File: src/rtl/simd_inst_fetch_pkg.sv
// Shared configuration for the SIMD instruction fetch/issue block.
// Holds the TauCfg sizing constants and the NOP opcode encoding.
package simd_inst_fetch_pkg;
    localparam int N_INST           = 16;
    localparam int INST_W           = 32;
    localparam int WORK_BW          = 16;
    localparam int VDIM             = 4;
    localparam int MAX_WARP         = 4;
    localparam int MAX_PENDING_INST = 4;
    localparam logic [5:0] OPCODE_NOP = 6'd0;
endpackage

File: src/rtl/simd_commit_fifo.sv
// In-order pending-instruction FIFO with writeback credit counter and commit engine.
// Emits one registered commit pulse per instruction; NOP entries need no writeback credit.
module simd_commit_fifo
    import simd_inst_fetch_pkg::*;
#(
    parameter int DEPTH  = 4,
    parameter int PC_BW  = 5,
    parameter int WID_BW = 2,
    parameter int CNT_BW = 3
) (
    input  logic              clk,
    input  logic              rst,
    input  logic              push,
    input  logic [PC_BW-1:0]  push_pc,
    input  logic [WID_BW-1:0] push_warpid,
    input  logic              push_nop,
    input  logic              wb_dval,
    output logic              commit_dval,
    output logic [PC_BW-1:0]  commit_pc,
    output logic [WID_BW-1:0] commit_warpid,
    output logic              empty,
    output logic              err
);
    localparam int PTR_BW = (DEPTH > 1) ? $clog2(DEPTH) : 1;
    localparam int OCC_BW = $clog2(DEPTH + 1);

    logic [PC_BW-1:0]  pc_q  [DEPTH];
    logic [WID_BW-1:0] wid_q [DEPTH];
    logic [DEPTH-1:0]  nop_q;
    logic [PTR_BW-1:0] wr_ptr, rd_ptr;
    logic [OCC_BW-1:0] occ;
    logic [CNT_BW-1:0] wbc;

    logic full, head_nop, pop, push_ok, wb_dec, wb_ovf;

    function automatic logic [PTR_BW-1:0] inc_ptr(input logic [PTR_BW-1:0] p);
        return (p == PTR_BW'(DEPTH - 1)) ? '0 : p + 1'b1;
    endfunction

    assign full     = (occ == OCC_BW'(DEPTH));
    assign empty    = (occ == '0);
    assign head_nop = nop_q[rd_ptr];
    // A writeback arriving this cycle can retire the head directly.
    assign pop      = !empty && (head_nop || (wbc != '0) || wb_dval);
    assign push_ok  = push && !full;
    assign wb_dec   = pop && !head_nop;
    assign wb_ovf   = wb_dval && !wb_dec && (wbc == CNT_BW'(DEPTH));
    assign err      = (push && full) || wb_ovf;

    always_ff @(posedge clk or posedge rst) begin
        if (rst) begin
            wr_ptr        <= '0;
            rd_ptr        <= '0;
            occ           <= '0;
            wbc           <= '0;
            nop_q         <= '0;
            commit_dval   <= 1'b0;
            commit_pc     <= '0;
            commit_warpid <= '0;
            for (int i = 0; i < DEPTH; i++) begin
                pc_q[i]  <= '0;
                wid_q[i] <= '0;
            end
        end else begin
            if (push_ok) begin
                pc_q[wr_ptr]  <= push_pc;
                wid_q[wr_ptr] <= push_warpid;
                nop_q[wr_ptr] <= push_nop;
                wr_ptr        <= inc_ptr(wr_ptr);
            end
            if (pop)
                rd_ptr <= inc_ptr(rd_ptr);
            if (push_ok && !pop)
                occ <= occ + 1'b1;
            else if (!push_ok && pop)
                occ <= occ - 1'b1;

            if (wb_dval && !wb_dec) begin
                if (!wb_ovf)
                    wbc <= wbc + 1'b1;
            end else if (!wb_dval && wb_dec) begin
                wbc <= wbc - 1'b1;
            end

            commit_dval <= pop;
            if (pop) begin
                commit_pc     <= pc_q[rd_ptr];
                commit_warpid <= wid_q[rd_ptr];
            end
        end
    end
endmodule

File: src/rtl/simd_inst_fetch.sv
// SIMD instruction fetch/decode/issue: F (memory read) -> D (decode, ALU issue) -> in-order commit.
// Optional SIMD_FETCH_PERF_EN adds issue and stall performance counters.
module simd_inst_fetch
    import simd_inst_fetch_pkg::*;
#(
    parameter int N_INST    = simd_inst_fetch_pkg::N_INST,
    parameter int INST_W    = simd_inst_fetch_pkg::INST_W,
    parameter int WBW       = WORK_BW,
    parameter int VDIM      = simd_inst_fetch_pkg::VDIM,
    parameter int MAX_WARP  = simd_inst_fetch_pkg::MAX_WARP,
    parameter int N_PENDING = MAX_PENDING_INST,
    localparam int INST_BW  = $clog2(N_INST + 1),
    localparam int WID_BW   = (MAX_WARP > 1) ? $clog2(MAX_WARP) : 1,
    localparam int CNT_BW   = $clog2(N_PENDING + 1)
) (
    input  logic                      i_clk,
    input  logic                      i_rst,
    input  logic                      i_cfg_we,
    input  logic [INST_BW-1:0]        i_cfg_addr,
    input  logic [INST_W-1:0]         i_cfg_data,
    input  logic                      inst_rdy,
    output logic                      inst_ack,
    input  logic [INST_BW-1:0]        i_pc,
    input  logic [WID_BW-1:0]         i_warpid,
    input  logic [VDIM-1:0][WBW-1:0]  i_bofs,
    input  logic [VDIM-1:0][WBW-1:0]  i_aofs,
    output logic                      alu_rdy,
    input  logic                      alu_ack,
    output logic [INST_W-1:0]         o_inst,
    output logic [5:0]                o_opcode,
    output logic [INST_BW-1:0]        o_pc,
    output logic [WID_BW-1:0]         o_warpid,
    output logic [VDIM-1:0][WBW-1:0]  o_bofs,
    output logic [VDIM-1:0][WBW-1:0]  o_aofs,
    input  logic                      i_wb_dval,
    output logic                      inst_commit_dval,
    output logic [INST_BW-1:0]        o_commit_pc,
    output logic [WID_BW-1:0]         o_commit_warpid,
    output logic                      o_err
`ifdef SIMD_FETCH_PERF_EN
    ,
    output logic [31:0]               o_perf_issue,
    output logic [31:0]               o_perf_stall
`endif
);
    localparam int AW = $clog2(N_INST);

    logic [INST_W-1:0] mem [N_INST];

    logic                     f_v, d_v;
    logic [INST_W-1:0]        f_inst, d_inst;
    logic [INST_BW-1:0]       f_pc, d_pc;
    logic [WID_BW-1:0]        f_warpid, d_warpid;
    logic [VDIM-1:0][WBW-1:0] f_bofs, f_aofs, d_bofs, d_aofs;

    logic f_adv, d_done, d_nop, cfg_ok, fifo_empty, fifo_err;

    assign d_nop    = (d_inst[INST_W-1 -: 6] == OPCODE_NOP);
    assign alu_rdy  = d_v && !d_nop;
    assign d_done   = (alu_rdy && alu_ack) || (d_v && d_nop);
    assign f_adv    = f_v && (!d_v || d_done);
    assign inst_ack = inst_rdy && (!f_v || f_adv);
    // Memory may only change while nothing fetched from it is still in flight.
    assign cfg_ok   = !f_v && !d_v && fifo_empty;

    always_ff @(posedge i_clk) begin
        if (i_cfg_we && cfg_ok && (i_cfg_addr < INST_BW'(N_INST)))
            mem[i_cfg_addr[AW-1:0]] <= i_cfg_data;
    end

    always_ff @(posedge i_clk or posedge i_rst) begin
        if (i_rst) begin
            f_v      <= 1'b0;
            f_inst   <= '0;
            f_pc     <= '0;
            f_warpid <= '0;
            f_bofs   <= '0;
            f_aofs   <= '0;
            d_v      <= 1'b0;
            d_inst   <= '0;
            d_pc     <= '0;
            d_warpid <= '0;
            d_bofs   <= '0;
            d_aofs   <= '0;
        end else begin
            if (inst_ack) begin
                f_v      <= 1'b1;
                f_inst   <= (i_pc < INST_BW'(N_INST)) ? mem[i_pc[AW-1:0]] : '0;
                f_pc     <= i_pc;
                f_warpid <= i_warpid;
                f_bofs   <= i_bofs;
                f_aofs   <= i_aofs;
            end else if (f_adv) begin
                f_v <= 1'b0;
            end

            if (f_adv) begin
                d_v      <= 1'b1;
                d_inst   <= f_inst;
                d_pc     <= f_pc;
                d_warpid <= f_warpid;
                d_bofs   <= f_bofs;
                d_aofs   <= f_aofs;
            end else if (d_done) begin
                d_v <= 1'b0;
            end
        end
    end

    always_ff @(posedge i_clk or posedge i_rst) begin
        if (i_rst)
            o_err <= 1'b0;
        else if ((i_cfg_we && !cfg_ok) || fifo_err)
            o_err <= 1'b1;
    end

    assign o_inst   = d_inst;
    assign o_opcode = d_inst[INST_W-1 -: 6];
    assign o_pc     = d_pc;
    assign o_warpid = d_warpid;
    assign o_bofs   = d_bofs;
    assign o_aofs   = d_aofs;

    simd_commit_fifo #(
        .DEPTH  (N_PENDING),
        .PC_BW  (INST_BW),
        .WID_BW (WID_BW),
        .CNT_BW (CNT_BW)
    ) u_commit (
        .clk           (i_clk),
        .rst           (i_rst),
        .push          (d_done),
        .push_pc       (d_pc),
        .push_warpid   (d_warpid),
        .push_nop      (d_nop),
        .wb_dval       (i_wb_dval),
        .commit_dval   (inst_commit_dval),
        .commit_pc     (o_commit_pc),
        .commit_warpid (o_commit_warpid),
        .empty         (fifo_empty),
        .err           (fifo_err)
    );

`ifdef SIMD_FETCH_PERF_EN
    always_ff @(posedge i_clk or posedge i_rst) begin
        if (i_rst) begin
            o_perf_issue <= '0;
            o_perf_stall <= '0;
        end else begin
            if (alu_rdy && alu_ack)
                o_perf_issue <= o_perf_issue + 32'd1;
            if (alu_rdy && !alu_ack)
                o_perf_stall <= o_perf_stall + 32'd1;
        end
    end
`endif
endmodule

File: config.mk
export PLATFORM = sky130hd
export DESIGN_NAME = simd_inst_fetch
export DESIGN_NICKNAME = d
export VERILOG_FILES = /design/src/rtl/simd_inst_fetch_pkg.sv /design/src/rtl/simd_commit_fifo.sv /design/src/rtl/simd_inst_fetch.sv
export SDC_FILE = /design/constraint.sdc
export NUM_CORES = 1
export LEC_CHECK = 0
export CORE_MARGIN = 2
export CORE_UTILIZATION = 45
export DETAILED_ROUTE_END_ITERATION = 7
export PLACE_DENSITY = 0.69
export SYNTH_ARGS = -nofsm -noshare
export SYNTH_HDL_FRONTEND = slang
export SYNTH_HIERARCHICAL = 1
export SYNTH_SLANG_ARGS = --single-unit
File: constraint.sdc
create_clock -name i_clk -period 12.91 [get_ports i_clk]
set_input_delay 2.582 -clock i_clk [delete_from_list [all_inputs] [get_ports i_clk]]
set_output_delay 2.582 -clock i_clk [all_outputs]
set_load 0.01 [all_outputs]
==> results.sh <==
export IMPL_wl_um=74000
export IMPL_grt_max_degree=164
export IMPL_cts_made_buffers=92
export IMPL_slowest_delay_ps=750
export IMPL_power_mw=8.32
export IMPL_worst_pin_slew_ps=1170
export IMPL_grt_first_pass_wirelength_um=113000
export IMPL_gp_congestion=0.738
export IMPL_synth_area_leader_cell="edfxtp_1"
export IMPL_fp_dieW_um=281
export IMPL_drt_iter0_markers=1135
export IMPL_boundaryPins=362
export IMPL_holdBufCountCts=0
export IMPL_route_detailed_drc=0
export IMPL_cts_setup_buffers=0
export IMPL_setup_tns_ps=0
export IMPL_yosysUniqueCellTypes=48
export IMPL_fin_skew_ps=20.2
export IMPL_setup_violations=0
export IMPL_avgSynthCellArea_um2=20.3
export IMPL_hold_class="reg2reg"
export IMPL_status="completed"
export IMPL_avgRoutedWirePerCell_um=23.6
export IMPL_final_net_count=2277
export IMPL_ant_nets=0
export IMPL_htreeDepth=3
export IMPL_core_area_um2=75800
export IMPL_p_per_area_nw_per_um2=197
export IMPL_path_cells="clkdlybuf4s50_1, nand3b_1, o21ai_4, buf_4, inv_4, clkdlybuf4s50_1"
export IMPL_areaGrowthSynthToFinish_pct=22.6
export IMPL_synth_top_area_share_pct=44.7
export IMPL_clock_latency_ps=630
export IMPL_ys_flop_type="edfxtp_1"
export IMPL_worst_ir_drop_vdd_uv=110
export IMPL_start_util_pct=45.4
export IMPL_p_leak_nw=15.6
export IMPL_viasPerCell=5.41
export IMPL_reg2regPathDepth=7
export IMPL_clock_fmax_mhz=128
export IMPL_synthArstFlopShare_pct=43.0
export IMPL_firstDrtPassIters=4
export IMPL_holdPathStages=2
export IMPL_most_common_layout_cells="edfxtp_1, dfrtp_1, clkdlybuf4s50_1"
export IMPL_crit_start="alu_ack"
export IMPL_maxCapViolCount=0
export IMPL_overflow=0
export IMPL_endpoint="inst_ack"
export IMPL_synth_area_leaders="edfxtp_1, dfrtp_1, mux4_2"
export IMPL_clk_pin_slew_worst_paths_ps=60
export IMPL_antenna_found_initial=8
export IMPL_dp_hpwl_um=43900
export IMPL_clk_path_buf_depth=3
export IMPL_synth_warnings=6
export IMPL_drv_slew=0
export IMPL_hold_violations=0
export IMPL_fp_dieH_um=281
export IMPL_syn_nets=1879
export IMPL_dieArea_um2=78700
export IMPL_post_cts_resized=0
export IMPL_clock_sinks=899
export IMPL_crit_path_end_kind="primary output"
export IMPL_r2r_start="o_inst[29]$_DFFE_PP0P_"
export IMPL_portBuffers=361
export IMPL_post_route_period_util_pct=60.4
export IMPL_crit_fanout=55
export IMPL_rsz0062_at_grt="no"
export IMPL_drive_gt1_share_pct=20.8
export IMPL_cp_common_cell="clkdlybuf4s50_1"
export IMPL_crit_type="in2out"
export IMPL_cp_start_kind="input pin"
export IMPL_r2r_slack_ps=8840
export IMPL_place_worst_setup_slack_ps=5100
export IMPL_grt_pass1_vias=18500
export IMPL_required_ps=10330
export IMPL_cts_root_buffer="clkbuf_16"
export IMPL_grtUsageTotal_pct=19.0
export IMPL_row_count=101
export IMPL_cpMaxStageDelayCell="clkdlybuf4s50_1"
export IMPL_placed_cell_area_um2=39100
export IMPL_cp_data_arrival_time_ps=5220
export IMPL_fin_crit_ps=7800
export IMPL_synth_seq_cells=899
export IMPL_yosysSeqAreaShare_pct=72.8
export IMPL_synthesis_instances=1693
export IMPL_r2r_end="f_bofs[8]$_DFFE_PP0P_"
export IMPL_num_vias=17000
export IMPL_final_area_um2=42200
export IMPL_syn_area_um2=34400
export IMPL_layout_commonest_cell="edfxtp_1"
export IMPL_fin_ws_ps=5110
export IMPL_cts_tree="yes"
export IMPL_relSlewSlack_pct=21.6
export IMPL_synth_edf_count=512
==> power by group <==
group,internal [mW],switching [mW]
logic,1.05,0.765
clock network,1.61,1.07
registers,3.53,0.297
total,6.19,2.13
==> synth_stat cells, types with 2 or more instances <==
library cell	instances
o21ai_0	6
inv_1	8
xor2_1	3
buf_4	17
nor2_1	20
mux2_1	226
ha_1	6
mux4_1	7
nand2_1	10
o21bai_1	3
a21oi_1	3
buf_6	13
a22o_1	32
mux2i_1	96
buf_1	20
nand3_1	3
clkbuf_1	14
dfrtp_1	387
mux2_2	117
buf_2	22
o21ai_1	2
nand3b_1	3
nand2b_1	3
nor3_1	8
edfxtp_1	512
mux4_2	129
fa_1	2
==> sequential cells by signal, summed over array words and instances, names as in the netlist, 4 cells and up <==
signal	flops
f_aofs	64
mem	512
o_inst	32
o_bofs	64
f_pc	5
o_pc	5
u_commit/pc_q	20
u_commit/nop_q	4
f_inst	32
f_bofs	64
o_aofs	64
u_commit/wid_q	8
u_commit/commit_pc	5
==> worst min-delay path by stage <==
stage | to | from | slack (ps)
2_1_floorplan | o_aofs[0]$_DFFE_PP0P_ | f_aofs[0]$_DFFE_PP0P_ | 450
3_3_place_gp | o_err$_DFFE_PP0P_ | o_err$_DFFE_PP0P_ | 450
3_5_place_dp | o_err$_DFFE_PP0P_ | o_err$_DFFE_PP0P_ | 450
4_1_cts | o_err$_DFFE_PP0P_ | o_err$_DFFE_PP0P_ | 470
5_1_grt | o_inst[10]$_DFFE_PP0P_ | f_inst[10]$_DFFE_PP0P_ | 500
6_report | o_err$_DFFE_PP0P_ | o_err$_DFFE_PP0P_ | 460
==> layout make-up <==
class                      instances  area (µm²)
antenna                            1        2.50
clock buffer                     128        2570
clock inverter                    39         510
fill                            5680       33600
inverter                           9        43.8
multi-input combinational        698        8930
sequential                       899       25100
tap                              978        1220
timing repair buffer             391        3840
==> routing by layer <==
layer	share of wire [%]	global-route usage (%)	up-vias
li1	-	-	7433
met1	42	24.5	8986
met2	50	32.2	471
met3	6.8	4.68	103
met4	1.8	4.99	14
met5	0.11	0	-
==> metrics by stage <==
stage	utilization (%)	std cells	hold slack (ps)
final	55.6	3143	455
after global routing	55.6	3143	499
after CTS	55.6	3142	467
after detailed placement	51.6	2975	453
after global placement	51.6	2975	446
after floorplan	-	1693	450
==> critical path, delay by kind of cell <==
kind / cells / cell delay [ps]
AO/OA/AOI/OAI: 1 / 60
buffers and inverters: 4 / 2270
AND/OR/NAND/NOR: 1 / 230
==> kinds of logic after synthesis <==
logic type / Yosys count / share of synthesized area [%]
xor gates and xnor gates: 4 / 0.102
buffers and inverters: 96 / 1.63
muxes: 575 / 23.0
and+or+nand+nor: 57 / 0.851
DFF: 899 / 72.8
adders and majority gates: 8 / 0.334
AOI/OAI and AO/OA: 54 / 1.28
Note: power is estimated with default switching activity, not from simulation.
